<file path="src/rtl/seq_det_pkg.sv">
// Shared definitions for the parametrised serial pattern detector:
// default sizes, detector sub-state type, and length clamp/mask helpers.
package seq_det_pkg;

    localparam int MAX_W_DEF = 8;
    localparam int LEN_W_DEF = 4;
    localparam int CNT_W_DEF = 8;

    typedef enum logic {
        ST_FILLING = 1'b0,
        ST_ARMED   = 1'b1
    } fill_state_e;

    // A zero length would never match, so it is promoted to a single bit.
    function automatic logic [31:0] clamp_len(input logic [31:0] len, input logic [31:0] max_w);
        logic [31:0] res;
        if (len == 32'd0) begin
            res = 32'd1;
        end else if (len > max_w) begin
            res = max_w;
        end else begin
            res = len;
        end
        return res;
    endfunction

    function automatic logic [31:0] mask_from_len(input logic [31:0] len);
        logic [31:0] res;
        res = 32'd0;
        for (int i = 0; i < 32; i++) begin
            if (32'(i) < len) begin
                res[i] = 1'b1;
            end else begin
                res[i] = 1'b0;
            end
        end
        return res;
    endfunction

endpackage

</file>
<file path="src/rtl/sat_counter.sv">
// Saturating up-counter with synchronous clear; a clear coinciding with an
// increment leaves the counter at one so that event is not lost.
module sat_counter #(
    parameter int CNT_W = 8
) (
    input  logic             i_clk,
    input  logic             i_arstn,
    input  logic             i_inc,
    input  logic             i_clr,
    output logic [CNT_W-1:0] o_count
);

    localparam logic [CNT_W-1:0] CNT_MAX = {CNT_W{1'b1}};
    localparam logic [CNT_W-1:0] CNT_ONE = CNT_W'(1'b1);

    logic [CNT_W-1:0] r_count;
    logic [CNT_W-1:0] w_count_n;

    // Next count: clear has priority, increment stops at all-ones.
    always_comb begin
        w_count_n = r_count;
        if (i_clr) begin
            if (i_inc) begin
                w_count_n = CNT_ONE;
            end else begin
                w_count_n = {CNT_W{1'b0}};
            end
        end else if (i_inc && (r_count != CNT_MAX)) begin
            w_count_n = r_count + CNT_ONE;
        end else begin
            w_count_n = r_count;
        end
    end

    // Count register.
    always_ff @(posedge i_clk or negedge i_arstn) begin
        if (!i_arstn) begin
            r_count <= {CNT_W{1'b0}};
        end else begin
            r_count <= w_count_n;
        end
    end

    assign o_count = r_count;

endmodule

</file>
<file path="src/rtl/seq_detector_param.sv">
// Serial pattern detector with a run-time programmable 1..MAX_W bit pattern,
// overlapping/non-overlapping modes and a saturating match counter.
module seq_detector_param
    import seq_det_pkg::*;
#(
    parameter int               MAX_W       = MAX_W_DEF,
    parameter int               LEN_W       = LEN_W_DEF,
    parameter int               CNT_W       = CNT_W_DEF,
    parameter logic [MAX_W-1:0] DEF_PATTERN = 8'b0000_0111,
    parameter logic [LEN_W-1:0] DEF_LEN     = 4'd3
) (
    input  logic             clk,
    input  logic             arstn,
    input  logic             en,
    input  logic             w,
    input  logic             overlap,
    input  logic             cfg_load,
    input  logic [MAX_W-1:0] cfg_pattern,
    input  logic [LEN_W-1:0] cfg_len,
    input  logic             clr_count,
    output logic             q,
    output logic [CNT_W-1:0] match_cnt,
    output logic [LEN_W-1:0] fill
);

    // The oldest history bit is never compared again, so only MAX_W-1 are kept.
    logic [MAX_W-2:0] r_hist;
    logic [MAX_W-1:0] r_pat;
    logic [LEN_W-1:0] r_len;
    logic [LEN_W-1:0] r_fill;
    logic             r_q;

    logic [LEN_W-1:0] w_len_cl;
    logic [MAX_W-1:0] w_mask;
    logic [MAX_W-1:0] w_hist_n;
    logic [LEN_W-1:0] w_fill_n;
    fill_state_e      w_state_n;
    logic             w_hit;

    assign w_len_cl  = LEN_W'(clamp_len(32'(cfg_len), 32'(MAX_W)));
    assign w_mask    = MAX_W'(mask_from_len(32'(r_len)));
    assign w_hist_n  = {r_hist, w};
    assign w_fill_n  = (r_fill < r_len) ? (r_fill + LEN_W'(1'b1)) : r_len;
    assign w_state_n = (w_fill_n == r_len) ? ST_ARMED : ST_FILLING;
    assign w_hit     = en & ~cfg_load & (w_state_n == ST_ARMED)
                     & ~(|((w_hist_n ^ r_pat) & w_mask));

    // History, fill level, configuration and registered match pulse.
    always_ff @(posedge clk or negedge arstn) begin
        if (!arstn) begin
            r_hist <= {(MAX_W-1){1'b0}};
            r_fill <= {LEN_W{1'b0}};
            r_pat  <= DEF_PATTERN;
            r_len  <= DEF_LEN;
            r_q    <= 1'b0;
        end else if (cfg_load) begin
            r_hist <= {(MAX_W-1){1'b0}};
            r_fill <= {LEN_W{1'b0}};
            r_pat  <= cfg_pattern;
            r_len  <= w_len_cl;
            r_q    <= 1'b0;
        end else if (en) begin
            r_hist <= w_hist_n[MAX_W-2:0];
            r_fill <= (w_hit && !overlap) ? {LEN_W{1'b0}} : w_fill_n;
            r_q    <= w_hit;
        end else begin
            r_q    <= 1'b0;
        end
    end

    sat_counter #(
        .CNT_W (CNT_W)
    ) u_match_cnt (
        .i_clk   (clk),
        .i_arstn (arstn),
        .i_inc   (w_hit),
        .i_clr   (clr_count),
        .o_count (match_cnt)
    );

    assign q    = r_q;
    assign fill = r_fill;

endmodule

</file>
<file path="config.mk">
export PLATFORM = sky130hd
export DESIGN_NAME = seq_detector_param
export DESIGN_NICKNAME = d
export VERILOG_FILES = /design/src/rtl/seq_det_pkg.sv /design/src/rtl/sat_counter.sv /design/src/rtl/seq_detector_param.sv
export SDC_FILE = /design/constraint.sdc
export NUM_CORES = 1
export LEC_CHECK = 0
export CORE_MARGIN = 3
export CORE_UTILIZATION = 57
export CTS_CLUSTER_DIAMETER = 150
export DETAILED_ROUTE_END_ITERATION = 10
export DONT_BUFFER_PORTS = 1
export PLACE_DENSITY = 0.75
export SLEW_MARGIN = 30
export SYNTH_ARGS = -nofsm -noshare
export SYNTH_HDL_FRONTEND = slang
export SYNTH_HIERARCHICAL = 1
export SYNTH_SLANG_ARGS = --single-unit
</file>
<file path="constraint.sdc">
create_clock -name clk -period 2.82 [get_ports clk]
set_input_delay 0.564 -clock clk [delete_from_list [all_inputs] [get_ports clk]]
set_output_delay 0.564 -clock clk [all_outputs]
set_load 0.01 [all_outputs]
</file>
==> run_results.csv, run 1 <==
group,metric,value,unit
global_route,first_global_vias,1426,
worst_setup_path,slowest_stage,"dfrtp_1",
detailed_routing,initialDrtViolationCount,74,
detailed_routing,drt-total-wl,3960,um
worst_setup_path,r2r_start,"fill[1]$_DFFE_PN0P_",
logic_synthesis,synth_compound_area_share,14.8,%
sta,drv_slew,0,
pwr,power_density,644,nW/um2
logic_synthesis,synth_top_area_share,34.9,%
logic_synthesis,syn-num-nets,205,
detailed_routing,drcViolationCount,0,
placed_design,placed_cell_area,1970,um2
die,initial_core_util,61.5,%
placed_design,io_buffers,0,
worst_setup_path,critPathLaunch,"fill[1]$_DFFE_PN0P_",
worst_setup_path,crit_chain,"ha_1 > xnor2_1 > xnor2_1 > nor4_4 > o211ai_2 > nor3b_2 > and4_4 > o2111ai_2 > mux2_4",
placed_design,gp_congestion,0.886,
logic_synthesis,synth_top_family_by_area,"simple AND/OR/NAND/NOR gates",
global_route,grt_pass1_wl,6910,um
logic_synthesis,ys_warn_count,6,
clock_network,path_clk_slew,0.10,ns
worst_setup_path,worst-setup-path-type,"reg2reg",
finish,finalCoreUtilization,64.9,%
logic_synthesis,synth_seq_area_share,41.6,%
sta,setup_viol,0,
finish,multi_input_comb_area,1040,um2
detailed_routing,dr_total_vias,1376,
worst_setup_path,critPathMaxFanout,5,
logic_synthesis,syn_area,1940,um2
worst_setup_path,arrival,2.85,ns
worst_setup_path,crit_top_cell,"xnor2_1",
die,num_io_pins,32,
clock_network,htreeDepth,2,
worst_setup_path,r2r_setup_slack,0.19,ns
placed_design,dpl.hpwl,2960,um
clock_network,clock-sinks,32,
worst_setup_path,critical_path_depth,9,
logic_synthesis,synthXorXnorAreaFrac,7.04,%
die,die_w,64.3,um
clock_network,cts_buffers,5,
sta,clock.fmax,380,MHz
finish,final_cell_mix,"dfrtp_1, nor2_1, nand2_1, xnor2_1, mux2i_1",
logic_synthesis,post_synth.cell_area_avg,10.7,um2
logic_synthesis,synthCells,181,
finish,postLayoutCellArea,2050,um2
worst_setup_path,r2r_cells,9,
finish,final_nets,209,
clock_network,clock_latency,0.33,ns
worst_setup_path,critical_path_buf_inv_count,0,
worst_setup_path,r2r-end,"u_match_cnt/o_count[5]$_DFFE_PN0P_",
finish,drive_above_1_share,22.6,%
sta,slew_headroom,72.0,%
logic_synthesis,synth.area.mux_share,11.2,%
detailed_routing,drtAntennaViolNets,0,
logic_synthesis,yosysTopAreaCell,"dfrtp_1",
detailed_routing,routed_via_density,5.98,
worst_setup_path,worstPathRequired,3.04,ns
logic_synthesis,synthAdderAreaFrac,3.23,%
pwr,leakagePower,0.000869,uW
logic_synthesis,ys.flop_type,"dfrtp_1",
finish,mostFrequentLayoutCell,"dfrtp_1",
finish,fillers,260,
worst_setup_path,worstSetupStartpointType,"flip-flop",
die,core,3150,um2
global_route,grt_start_max_net_pins,28,
sta,setup-tns-final,0,ns
finish,antenna_cells,0,
global_route,antenna_found_initial,0,
logic_synthesis,ys_top_cells_by_area,"dfrtp_1, dfstp_2, mux2_2",
worst_setup_path,cp_slowest_stage_delay,0.43,ns
logic_synthesis,yosysUniqueCellTypes,54,
finish,area_growth_syn_to_layout,5.62,%
worst_setup_path,critPathCaptureType,"flip-flop",
sta,hold_viol_final,0,
clock_network,ctsLongestPathBuffers,2,
die,dieArea,4140,um2
sta,rsz0062_at_grt,"no",
status,status,"completed",
detailed_routing,dr.pass1.iters,4,
global_route,grt.total_usage,21.8,%
die,row_count,20,
pwr,vdd_drop_max,0.299,mV
worst_setup_path,critPathTopFamily,"simple AND/OR/NAND/NOR gates",
die,die_y,64.3,um
sta,worstMarginPinSlew,0.416,ns
detailed_routing,avgRoutedWirePerCell,17.2,um
sta,min_period_over_period,93.4,%
flow_run,maxCapViolations,0,
logic_synthesis,synth_seq_cells,32,
logic_synthesis,synth-edff-count,0,
sta,fin_skew,0.00999,ns
global_route,overflow,0,
worst_setup_path,cp-endpoint,"u_match_cnt/o_count[5]$_DFFE_PN0P_",
clock_network,cts_tree,"yes",
logic_synthesis,async_flop_share,100,%
worst_hold_path,hp-class,"in2async",
clock_network,cts-root-buf,"clkbuf_4",
logic_synthesis,synthSimpleGateAreaFrac,17.1,%
sta,min_period,2.63,ns
finish,final-seq-area,807,um2
## kinds of logic after synthesis
family / Yosys count
adder cells (fa/ha/maj): 5
XOR/XNOR: 14
AND/OR/NAND/NOR: 58
multiplexers: 20
AO/OA/AOI/OAI: 36
buffers and inverters: 16
flip-flops: 32
## final cells by class
class	count	share of cell area, %
clock buffer	7	2.20
multi-input combinational	133	51.0
timing repair buffer	7	3.18
sequential	32	39.4
tap	44	2.69
clock inverter	1	0.244
inverter	6	1.22
## Yosys cell counts (2+ instances only)
| cell type | count |
|---|---|
| a21oi_1 | 7 |
| a311oi_1 | 2 |
| a31oi_1 | 3 |
| and3_1 | 2 |
| and4_1 | 2 |
| buf_6 | 4 |
| clkbuf_1 | 3 |
| dfrtp_1 | 27 |
| dfstp_2 | 5 |
| ha_1 | 5 |
| inv_1 | 5 |
| mux2_2 | 9 |
| mux2i_1 | 10 |
| nand2_1 | 14 |
| nand3_1 | 4 |
| nor2_1 | 14 |
| nor2b_1 | 2 |
| nor3_1 | 5 |
| nor3b_1 | 2 |
| nor4b_1 | 2 |
| o2111ai_1 | 2 |
| o211ai_2 | 2 |
| o21ai_0 | 5 |
| o22ai_1 | 4 |
| xnor2_1 | 11 |
| xor2_1 | 2 |
## worst min-delay path by stage
| stage | start | end | slack, ns | cells past startpoint |
|---|---|---|---|---|
| 3_5_place_dp | arstn | r_pat[4]$_DFFE_PN0P_ | 0.27 | 0 |
| 4_1_cts | arstn | r_pat[4]$_DFFE_PN0P_ | 0.04 | 1 |
| 5_1_grt | arstn | r_pat[4]$_DFFE_PN0P_ | 0.01 | 1 |
| 6_report | arstn | r_pat[4]$_DFFE_PN0P_ | 0.03 | 1 |
| 2_1_floorplan | arstn | fill[0]$_DFFE_PN0P_ | 0.27 | 0 |
| 3_3_place_gp | arstn | r_len[2]$_DFFE_PN0P_ | 0.27 | 0 |
## metrics by stage
stage	setup slack, ns	instances	hold WS (ns)	power [uW]
final	0.185	230	0.0342	1320
after global routing	0.0376	230	0.0136	1410
after CTS	0.00509	230	0.0368	1310
after detailed placement	0.0206	221	0.269	1050
after global placement	0.141	221	0.269	1030
after floorplan	0.00217	181	0.268	977
## state kept, by name, summed over array words and instances (netlist names)
signal and cells:
q 1, r_len 4, r_pat 8, fill 4
r_hist 7, u_match_cnt/o_count 8
## where the power goes
group / internal, uW / switching (uW)
combinational: 235 / 274
clock: 97.0 / 148
sequential: 507 / 57.1
total: 839 / 478
## metal layers
| layer | track usage [%] | part of all wire, % |
|---|---|---|
| met5 | 0 | 0 |
| met4 | 9.23 | 2.0 |
| met3 | 5.98 | 5.2 |
| met2 | 36.7 | 52 |
| met1 | 26.0 | 41 |
## repair_timing
action,CTS,global route
buffers inserted,0,0
gates resized for setup,0,2
hold buffers,1,0
endpoints found under the hold margin,27,0
setup endpoints to repair,0,7
No activity file was read; power rests on OpenSTA's default activity.
==> inputs of run 2 (changes only) <==
--- a/config.mk
+++ b/config.mk
@@ -6,11 +6,11 @@
 export NUM_CORES = 1
 export LEC_CHECK = 0
 export CORE_MARGIN = 3
-export CORE_UTILIZATION = 57
+export CORE_UTILIZATION = 55
 export CTS_CLUSTER_DIAMETER = 150
 export DETAILED_ROUTE_END_ITERATION = 10
 export DONT_BUFFER_PORTS = 1
-export PLACE_DENSITY = 0.75
+export PLACE_DENSITY = 0.73
 export SLEW_MARGIN = 30
 export SYNTH_ARGS = -nofsm -noshare
 export SYNTH_HDL_FRONTEND = slang
==> run_results.csv, run 2 (synthesized netlist as in run 1, its figures left out) <==
group,metric,value,unit
status,status,"completed",
detailed_routing,routed_via_density,6.17,
worst_setup_path,critPathCaptureType,"flip-flop",
finish,fillers,287,
placed_design,gp_congestion,0.890,
worst_hold_path,hp-class,"in2async",
flow_run,maxCapViolations,0,
sta,setup-tns-final,0,ns
die,die_y,65.4,um
worst_setup_path,worst-setup-path-type,"reg2reg",
sta,min_period,2.60,ns
sta,drv_slew,0,
die,initial_core_util,60.5,%
global_route,antenna_found_initial,0,
die,core,3200,um2
clock_network,cts_setup_buffers,0,
clock_network,cts_buffers,5,
global_route,first_global_vias,1511,
clock_network,htreeDepth,2,
finish,final_nets,210,
sta,rsz0062_at_grt,"no",
die,row_count,20,
clock_network,clock-sinks,32,
detailed_routing,dr.pass1.iters,4,
sta,holdWs,0.0436,ns
placed_design,dp_cells,222,
worst_setup_path,arrival,2.81,ns
sta,slew_headroom,70.8,%
detailed_routing,avgRoutedWirePerCell,17.4,um
clock_network,ctsLongestPathBuffers,2,
sta,setup_viol,0,
finish,final_cell_mix,"dfrtp_1, nor2_1, nand2_1, xnor2_1, mux2i_1",
detailed_routing,initialDrtViolationCount,88,
global_route,grt_start_max_net_pins,28,
pwr,leakagePower,0.000883,uW
clock_network,cts-root-buf,"clkbuf_4",
worst_setup_path,worstSetupStartpointType,"flip-flop",
detailed_routing,drcViolationCount,0,
finish,final-seq-area,807,um2
pwr,power_density,660,nW/um2
sta,min_period_over_period,92.0,%
sta,worstMarginPinSlew,0.434,ns
placed_design,dpl.hpwl,2930,um
detailed_routing,drtAntennaViolNets,0,
finish,antenna_cells,0,
sta,fin_skew,0.0107,ns
global_route,grt.total_usage,20.9,%
finish,mostFrequentLayoutCell,"dfrtp_1",
detailed_routing,drt-total-wl,4010,um
worst_setup_path,critPathMaxFanout,6,
clock_network,clock_latency,0.32,ns
detailed_routing,dr_total_vias,1426,
sta,hold_viol_final,0,
die,dieArea,4270,um2
die,die_w,65.4,um
global_route,grt_pass1_wl,7030,um
worst_setup_path,worstPathRequired,3.04,ns
clock_network,cts_tree,"yes",
die,num_io_pins,32,
worst_setup_path,r2r_setup_slack,0.22,ns
finish,multi_input_comb_area,1040,um2
finish,drive_above_1_share,23.5,%
placed_design,io_buffers,0,
global_route,overflow,0,
finish,final_cells,231,
worst_setup_path,r2r_cells,9,
pwr,vdd_drop_max,0.324,mV
finish,area_growth_syn_to_layout,6.97,%
clock_network,path_clk_slew,0.10,ns
sta,clock.fmax,385,MHz
==> run 2: area by class of cell <==
type                    count  share of cell area, %
multi-input cells         133                   50.4
well taps                  44                   2.66
inverters                   6                   1.21
flip-flops and latches     32                   38.9
clock buffers               8                   3.32
repair buffers              8                   3.50
==> run 2: worst max-delay path: stages (launching register included) <==
cell and delay [ns]:
dfstp_2 0.59, inv_1 0.09, ha_1 0.33, a2111oi_4 0.09, nor3_4 0.26, o211ai_2 0.13
nor3b_2 0.24, and4_4 0.29, o2111ai_2 0.14, mux2_4 0.33
==> run 2: power by group <==
| part | leakage [uW] | switching [uW] | internal, uW | total, uW |
|---|---|---|---|---|
| Combinational | 0.000432 | 266 | 235 | 501 |
| Sequential | 0.000412 | 62.5 | 508 | 570 |
| Clock | 0.0000386 | 150 | 147 | 297 |
==> run 2: layer usage <==
| layer | vias up | share of wire [%] | wire, um | track usage, % |
|---|---|---|---|---|
| met5 | - | 0 | 0 | 0 |
| li1 | 678 | - | - | - |
| met4 | 0 | 0.67 | 27 | 5.96 |
| met2 | 55 | 48 | 1910 | 33.4 |
| met3 | 4 | 7.5 | 299 | 7.18 |
| met1 | 689 | 44 | 1770 | 26.9 |
==> run 2: path summary, 6_finish.rpt <==
path                                           start                            endpoint
worst max-delay path            r_len[1]$_DFFE_PN1P_  u_match_cnt/o_count[5]$_DFFE_PN0P_
worst min-delay path                           arstn                 fill[3]$_DFFE_PN0P_
max in group asynchronous                      arstn  u_match_cnt/o_count[2]$_DFFE_PN0P_
worst max register to register  r_len[1]$_DFFE_PN1P_  u_match_cnt/o_count[5]$_DFFE_PN0P_
worst min register to register  r_pat[7]$_DFFE_PN0P_                r_pat[7]$_DFFE_PN0P_
min in group clk                           clr_count  u_match_cnt/o_count[4]$_DFFE_PN0P_
==> run 2: per-stage QoR <==
stage / power, uW / worst slack, ns / cell area (um2) / util [%]
final: 1370 / 0.225 / 2070 / 64.7
after global routing: 1450 / 0.0515 / 2070 / 64.7
after CTS: 1380 / 0.0877 / 2070 / 64.6
after detailed placement: 1050 / 0.0205 / 1970 / 61.6
after global placement: 1030 / 0.154 / 1970 / 61.6
after floorplan: 977 / 0.00217 / 1940 / -
==> run 2: timing repair <==
action / 4_1_cts / 5_1_grt
gates resized for setup: 1 / 1
pin swaps: 0 / 1
hold endpoints to repair: 27 / 0
hold buffers: 1 / 0
endpoints found under the setup margin: 1 / 4
